**src/rtl/sipo_rx.sv**
```systemverilog
// Serial-in parallel-out receiver: start bit, WIDTH LSB-first data bits,
// single-entry output slot with valid/ready handshake and sticky overrun.
module sipo_rx #(
  parameter int WIDTH = 4
) (
  input  logic             clk,
  input  logic             rst,
  input  logic             s_in,
  input  logic             s_valid,
  input  logic             ready,
  input  logic             clr_ovr,
  output logic [WIDTH-1:0] data_out,
  output logic             data_valid,
  output logic             busy,
  output logic             overrun
);

  localparam int CW = $clog2(WIDTH);
  localparam logic [CW-1:0] LAST = CW'(WIDTH - 1);

  typedef enum logic {
    IDLE,
    RECV
  } state_t;

  state_t           state, state_n;
  logic [CW-1:0]    cnt, cnt_n;
  logic [WIDTH-1:0] shreg, shreg_n;
  logic [WIDTH-1:0] dout_n;
  logic             dv_n;
  logic             ovr_n;
  logic [WIDTH-1:0] word;
  logic             done;
  logic             slot_free;

  assign word      = {s_in, shreg[WIDTH-1:1]};
  assign done      = (state == RECV) && s_valid && (cnt == LAST);
  assign slot_free = !data_valid || ready;
  assign busy      = (state == RECV);

  // State, counter, shift register and output slot registers
  always_ff @(posedge clk or negedge rst) begin
    if (!rst) begin
      state      <= IDLE;
      cnt        <= '0;
      shreg      <= '0;
      data_out   <= '0;
      data_valid <= 1'b0;
      overrun    <= 1'b0;
    end else begin
      state      <= state_n;
      cnt        <= cnt_n;
      shreg      <= shreg_n;
      data_out   <= dout_n;
      data_valid <= dv_n;
      overrun    <= ovr_n;
    end
  end

  // Frame assembly: wait for start bit, then shift in WIDTH bits
  always_comb begin
    state_n = state;
    cnt_n   = cnt;
    shreg_n = shreg;
    unique case (state)
      IDLE: begin
        if (s_valid && s_in) begin
          state_n = RECV;
          cnt_n   = '0;
        end
      end
      RECV: begin
        if (s_valid) begin
          shreg_n = word;
          cnt_n   = cnt + CW'(1);
          if (done) begin
            state_n = IDLE;
            cnt_n   = '0;
          end
        end
      end
      default: begin
        state_n = IDLE;
        cnt_n   = '0;
      end
    endcase
  end

  // Output slot: load on completion if free, else drop and flag overrun
  always_comb begin
    dout_n = data_out;
    dv_n   = data_valid;
    ovr_n  = overrun;
    if (clr_ovr) begin
      ovr_n = 1'b0;
    end
    if (done && slot_free) begin
      dout_n = word;
      dv_n   = 1'b1;
    end else if (done) begin
      ovr_n = 1'b1;
    end else if (data_valid && ready) begin
      dv_n = 1'b0;
    end
  end

endmodule

```
**config.mk**
```make
export PLATFORM = sky130hd
export DESIGN_NAME = sipo_rx
export DESIGN_NICKNAME = d
export VERILOG_FILES = /design/src/rtl/sipo_rx.sv
export SDC_FILE = /design/constraint.sdc
export NUM_CORES = 1
export LEC_CHECK = 0
export CORE_AREA = 2 2 39 41
export CTS_BUF_LIST = sky130_fd_sc_hd__clkbuf_2
export DETAILED_ROUTE_END_ITERATION = 10
export DIE_AREA = 0 0 41 43
export HOLD_SLACK_MARGIN = 0.05
export PLACE_DENSITY = 0.7
export SLEW_MARGIN = 20
export SYNTH_ARGS = -nofsm -noshare
export SYNTH_HDL_FRONTEND = slang
export SYNTH_SLANG_ARGS = --single-unit
```
**constraint.sdc**
```tcl
create_clock -name clk -period 2.1 [get_ports clk]
set_input_delay 0.42 -clock clk [delete_from_list [all_inputs] [get_ports clk]]
set_output_delay 0.42 -clock clk [all_outputs]
set_load 0.01 [all_outputs]
```
======== Yosys cells after proc, flatten, opt, wreduce, memory -nomap -nowiden ========
Cells that the tools add are included.
W data, S select, Z words.
operators by class
  add/subtract/negate cells ............... 1
  multipliers ............................. 0
  divide/modulo/power cells ............... 0
  order comparisons ....................... 0
  eq/ne operators ......................... 4
  shift-type cells ........................ 0
  multiplexer cells ....................... 14
  bitwise logic cells ..................... 1
  reduce and logical (&&, ||, !) cells .... 11
operator list
  cell                   count
  $mux W1                9
  $mux W2                3
  $reduce_and A2 Y1      3
  $logic_and A1 B1 Y1    5
  $ne A2 B2 Y1 const B   2
  $pmux W2 S2            1
  $add A2 B1 Y2 const B  1
  $eq A2 B2 Y1 const B   1
  $ne A2 B1 Y1 const B   1
  $pmux W1 S2            1
  $reduce_bool A2 Y1     1
  $logic_not A1 Y1       1
  $logic_or A1 B1 Y1     1
  $not A1 Y1             1
storage, ports and cells
  bits in registers ....................... 13
  bits in latches ......................... 0
  bits in writable memories ............... 0
  memory bits (read-only) ................. 0
  output and inout bits ................... 7
  memories ................................ 0

======== Longest topological paths before layout ========
  depth in word-level cells ............... 5
  mapped depth ............................ 4
  depth with buffers taken out ............ 4

======== Least setup slack after synthesis ========
Ideal clock, no wire load.
  path kind ............................... register to register
  start ................................... register cnt[0]
  end ..................................... register data_out[3]
  arrival time ............................ 1.147 ns
  setup slack ............................. 0.828 ns
  cell stages (with the launch flop) ...... 5
  path buffers ............................ 0
  cells stage by stage .................... dfrtp_1 -> ha_1 -> nand3_2 -> nor2b_4 -> mux2_2
on the way
  longest elaborated chain between the ends .. 3
ends and longest elaborated chain
  item                    RTL line  source
  start, declared         27        logic [CW-1:0] cnt, cnt_n;
  start signal, assigned  52        cnt <= cnt_n;
  $eq A2 B2 Y1            37        assign done = (state == RECV) && s_valid && (cnt == LAST);
  $logic_and A1 B1 Y1     37
  $logic_and A1 B1 Y1     97        if (done && slot_free) begin
  end signal, assigned    54        data_out <= dout_n;
  end, declared           12        output logic [WIDTH-1:0] data_out,
No other way between the ends.
A chain may end at the register's enable or synchronous reset.

======== Worst setup path in the final report ========
  start ................................... register state (netlist: busy)
  end ..................................... output port busy
RTL lines
  item                    RTL line  source
  start, declared         26        state_t state, state_n;
  start signal, assigned  51        state <= state_n;
  end, declared           14        output logic busy,
No word-level cell between the ends.

==> results_dict.tcl <==
set metrics [dict create \
    outcome "complete, no violations" \
    ctsHoldBuffers 0 \
    critPathKind "flop to output port" \
    min_period_over_period 0.8156 \
    vias 312 \
    cts_tree "yes" \
    synth_top_cell_by_area "dfrtp_1" \
    cp.arrival_ns 1.29 \
    critPathMaxStageDelay_ns 0.58 \
    sw_frac_of_total 0.3005 \
    cts-resized-gates 0 \
    setup_tns_ns 0 \
    cp-start-kind "flop" \
    end_kind "output port" \
    wirelength_um 720 \
    cts_buffers 3 \
    p_int_mw 0.5687 \
    drt_first_pass_iters 2 \
    synth_area_leaders "dfrtp_1 63%, mux2_2 17%, nor2b_4 2.9%, ha_1 2.6%, nand2_1 2.4%" \
    instances_no_fill 65 \
    area_growth_pct 33.33 \
    rsz0062_at_grt "false" \
    io_pins 13 \
    cp_slowest_cell "clkdlybuf4s50_1" \
    timing.critical_path.cells "clkdlybuf4s50_1" \
    drive_gt1_frac 0.2449 \
    fin_area_um2 635.6 \
    drc_errors 0 \
    worst-path-buf-inv 1 \
    n_antenna_cell 0 \
    cts.clk_slew.worst_paths_ns 0.11 \
    max-slew-margin-rel 0.6598 \
    nets 57 \
    setup_viol 0 \
    ir_drop_mv 0.4520 \
    cts_root_buffer "clkbuf_2" \
    wl_per_cell_um 11.08 \
    drv_slew 0 \
    p_leak_nw 0.2771 \
    die_w_um 41 \
    clkPwrFrac 0.134 \
    drtIter0Drc 1 \
    synth_top_area_share 0.6299 \
    crit_family "buffers and inverters" \
    port-buffer-count 12 \
    comb_power_share 0.377 \
    grt_remaining_overflow 0 \
    fin_util 0.4593 \
    clk_path_buf_depth 2 \
    syn-cell-area_um2 476.7 \
    fp.dieH_um 43 \
    antenna_found_initial 0 \
    hold_path_class "input port to asynchronous set/reset pin" \
    placed_area_um2 616.8 \
    drv_cap 0 \
    power.density_nw_per_um2 1279 \
    htree_levels 1 \
    ys_ff_latch 12 \
    grt_pass1_vias 312 \
    insertion_delay_ns 0.25 \
    worstPathRequired_ns 1.68 \
    core_um2 1384 \
    post_cts_buffers 0 \
    dp_hpwl_um 562.6 \
    p_seq_frac 0.488 \
    start_util 0.3445 \
    synthesis.nets 40 \
    tightest_slew_ns 0.5088 \
    track_usage 0.1124 \
    hold_violations 0 \
    place.gp.congestion 0.7665 \
    grt_pass1_wl_mm 1.248 \
    synthDistinctLibCells 14 \
    die-area_um2 1763 \
    drtAntennaViolNets 0 \
    synthCells 33 \
    dp.cells 61 \
    avgSynthCellArea_um2 14.45 \
    synth.yosys.seq_area_share 0.6299 \
    viasPerCell 4.800 \
    fmax_mhz 583.9 \
    grt_start_max_net_pins 13 \
    clock-sinks 12 \
    p_total_mw 0.8130 \
    p_sw_mw 0.2443 \
    num_rows 14 \
    critical_path.max_fanout 7 \
    yosysWarnings 0 \
    fin_crit_ns 1.713 \
    skew_ns 0.007344 \
]
[cell type report]
type / count / area [um^2]
Sequential cell: 12 / 300.3
Inverter: 1 / 3.754
Tap cell: 16 / 20.02
Timing Repair Buffer: 12 / 120.1
Fill cell: 143 / 748.2
Multi-Input combinational cell: 20 / 172.7
Clock buffer: 3 / 15.01
Clock inverter: 1 / 3.754
[per-stage QoR]
stage | worst slack (ns) | hold WS (ns)
final | 0.3873 | 0.4968
after global routing | 0.3148 | 0.5294
after CTS | 0.3663 | 0.5126
after detailed placement | 0.2998 | 0.4940
after global placement | 0.3301 | 0.4838
after floorplan | 0.8285 | 0.1244
[Yosys cell counts]
cell	count
a21oi_1	1
a32o_1	1
o21ai_0	1
nand2b_1	1
a31oi_1	1
nand2_1	3
o31ai_1	1
ha_1	1
nand3_2	1
mux2_2	7
o22ai_1	1
dfrtp_1	12
inv_1	1
nor2b_4	1
[flip-flops by register name, summed over array words and instances (netlist names)]
signal and cells:
shreg 3, cnt 2, data_valid 1, busy 1, data_out 4, overrun 1
[per-layer routing]
layer	GRT usage	share of wire	up-vias
li1	-	-	151
met1	0.1327	0.48	150
met2	0.1563	0.43	9
met3	0.03141	0.076	2
met4	0.1000	0.014	0
met5	0	0	-
[power by group through the flow]
stage / registers [mW] / clock network (mW) / logic [mW]
2_1_floorplan: 0.415 / 0 / 0.144
3_3_place_gp: 0.402 / 0 / 0.309
3_5_place_dp: 0.402 / 0 / 0.311
4_1_cts: 0.397 / 0.117 / 0.312
5_1_grt: 0.414 / 0.126 / 0.338
6_report: 0.397 / 0.109 / 0.307
[path summary, 6_finish.rpt]
kind	depth (start not counted)	from	to	slack (ns)
max reg2reg	4	cnt[0]	data_out[2]	0.73
max	1	busy	busy	0.39
min reg2reg	1	cnt[0]	cnt[0]	0.51
min in group clk	1	cnt[0]	cnt[0]	0.51
max in group asynchronous	1	rst	cnt[1]	1.26
min	1	rst	data_valid	0.50
[placed cells by master, fill, tap and decap left out, types with 3 or more instances in the layout]
master / synthesis / routed
dfrtp_1: 12 / 12
clkdlybuf4s50_1: 0 / 12
mux2_2: 7 / 7
nand2_1: 3 / 3
clkbuf_2: 0 / 3
[cells by family (layout without fill, tap and decap cells)]
| family | count (synthesis) | count (layout) | synth area share |
|---|---|---|---|
| flops | 12 | 12 | 0.6299 |
| buf+inv | 1 | 17 | 0.007866 |
| fa+ha+maj | 1 | 1 | 0.02624 |
| mux | 7 | 7 | 0.1654 |
| compound gates | 6 | 6 | 0.08399 |
| simple gates | 6 | 6 | 0.08662 |
Note: power is estimated with default switching activity, not from simulation.
==> patch, RTL diff (same flow settings) <==
Change the parameter `WIDTH` from 4 to 2.
--- a/src/rtl/sipo_rx.sv
+++ b/src/rtl/sipo_rx.sv
@@ -1,7 +1,7 @@
 // Serial-in parallel-out receiver: start bit, WIDTH LSB-first data bits,
 // single-entry output slot with valid/ready handshake and sticky overrun.
 module sipo_rx #(
-  parameter int WIDTH = 4
+  parameter int WIDTH = 2
 ) (
   input  logic             clk,
   input  logic             rst,
Ports: changed (resized data_out); port bits go from 13 to 11. No check against the original RTL was run, so the function may have changed too.
==> patch against the original RTL <==
  * Die area stayed put
  * Non-clock buffer count down 2
  * Worst setup slack gained 0.062 ns
  * Count of clock-buffer cells in the layout rose by 1
  * Cell area down 32%
  * Hold slack got worse by 0.052 ns
  * Largest power group unchanged
  * Total power is 35% lower
  * Area after synthesis is 39% lower
  * Clock skew grew 0.0036 ns
  * Sequential cell count is 5 lower
  * Routed wire length shrank 25%
  * Clock power is 9% lower
  * Critical path depth unchanged
==> patch: results <==
export IMPL_critPathSlowestCell="clkdlybuf4s50_1"
export IMPL_grt_util_met3=0.0314
export IMPL_yosys_warnings=0
export IMPL_place_ws_ns=0.394
export IMPL_status="complete, no violations"
export IMPL_largest_register_ffs=2
export IMPL_grt_total_usage=0.0800
export IMPL_diodes=0
export IMPL_placedCellCount=48
export IMPL_wire_per_inst_um=10.4
export IMPL_grt_pass1_wl_um=834
export IMPL_antenna_found_initial=0
export IMPL_skew_ns=0.0109
export IMPL_p_per_area_nw_per_um2=1230
export IMPL_clkTransAtPathRegs_ns=0.08
export IMPL_synthTopCellsByCount="dfrtp_1 (7), mux2_1 (3), nand2_1 (3), o21ai_0 (2)"
export IMPL_leakagePower_nw=0.190
export IMPL_drive_above_1_share=0.194
export IMPL_port_buffers=10
export IMPL_routed_wl_um=539
export IMPL_h_tree_depth=1
export IMPL_post_cts_setup_buffers=0
export IMPL_clockRootBuffer="clkbuf_2"
export IMPL_ys_top_cells_by_area="dfrtp_1 (61%), mux2_1 (12%), nand2b_4 (4.8%), nor2b_4 (4.8%), nand2_1 (3.9%)"
export IMPL_final_nets=43
export IMPL_clk_path_buf_depth=2
export IMPL_syn_area_per_cell_um2=13.1
export IMPL_placed_area_um2=409
export IMPL_crit_fanout=6
export IMPL_max_slew_margin=0.779
export IMPL_grt_start_max_net_pins=8
export IMPL_slowest_delay_ns=0.56
export IMPL_synth_fp_nets=28
export IMPL_irDropWorstVdd_mv=0.311
export IMPL_numCtsBuffers=3
export IMPL_worstPathArrival_ns=1.23
export IMPL_place_congestion=0.660
export IMPL_synthToLayoutAreaGrowth_pct=48.5
export IMPL_first_global_vias=212
export IMPL_clk_latency_ns=0.23
export IMPL_first_iter_violations=5
export IMPL_first_pass_iters=2
export IMPL_ys_async_sr_fraction=1.00
export IMPL_use_met2=0.100
export IMPL_post_cts_resized=0
export IMPL_critPathTopFamily="buffers and inverters"
export IMPL_top_register="data_out"
export IMPL_min_path_type="input port to asynchronous set/reset pin"
export IMPL_viasPerCell=4.19
export IMPL_synth_distinct_cells=11
export IMPL_ys_seq_area_frac=0.606
export IMPL_met1_usage=0.0858
## patch: changes by cell type in the layout (fill, tap and decap cells not counted), moves of 2 or more
cell	before	now
mux2_2	7	0
dfrtp_1	12	7
clkdlybuf4s50_1	12	10
mux2_1	0	3
## patch: logic make-up after synthesis
kind of cell,share of synthesized area
flops,0.606
compound gates,0.0953
simple gates,0.169
buf+inv,0.0130
mux,0.117
## patch: final timing paths
kind / slack [ns] / depth (start not counted) / startpoint / to
worst max-delay path: 0.45 / 1 / busy / busy
worst min-delay path: 0.44 / 1 / rst / data_valid
worst max register to register: 0.93 / 3 / busy / data_out[0]
worst min register to register: 0.49 / 1 / data_out[0] / data_out[0]
max in group asynchronous: 1.40 / 1 / rst / data_out[0]
min in group clk: 0.49 / 1 / data_out[0] / data_out[0]
## patch: metrics by stage
| stage | util | hold slack, ns |
|---|---|---|
| 4_1_cts | 0.310 | 0.441 |
| 3_5_place_dp | 0.296 | 0.482 |
| 3_3_place_gp | 0.296 | 0.474 |
| 2_1_floorplan | - | 0.124 |
| 6_report | 0.310 | 0.445 |
| 5_1_grt | 0.310 | 0.473 |
## patch: power breakdown
| part | switching (mW) | internal, mW | total [mW] |
|---|---|---|---|
| Clock | 0.0487 | 0.0506 | 0.0993 |
| Sequential | 0.0459 | 0.192 | 0.238 |
| Combinational | 0.0719 | 0.119 | 0.191 |
## patch: area by class of cell
class                           count  area (um^2)
Fill cell                         148          955
Clock buffer                        4         20.0
Sequential cell                     7          175
Tap cell                           16         20.0
Inverter                            1         3.75
Timing Repair Buffer               10          100
Multi-Input combinational cell     14          110
## patch: routing by layer
metal,wire [um],vias up
li1,-,106
met1,223,100
met2,257,12
met4,0,0
met3,57,0
met5,0,-
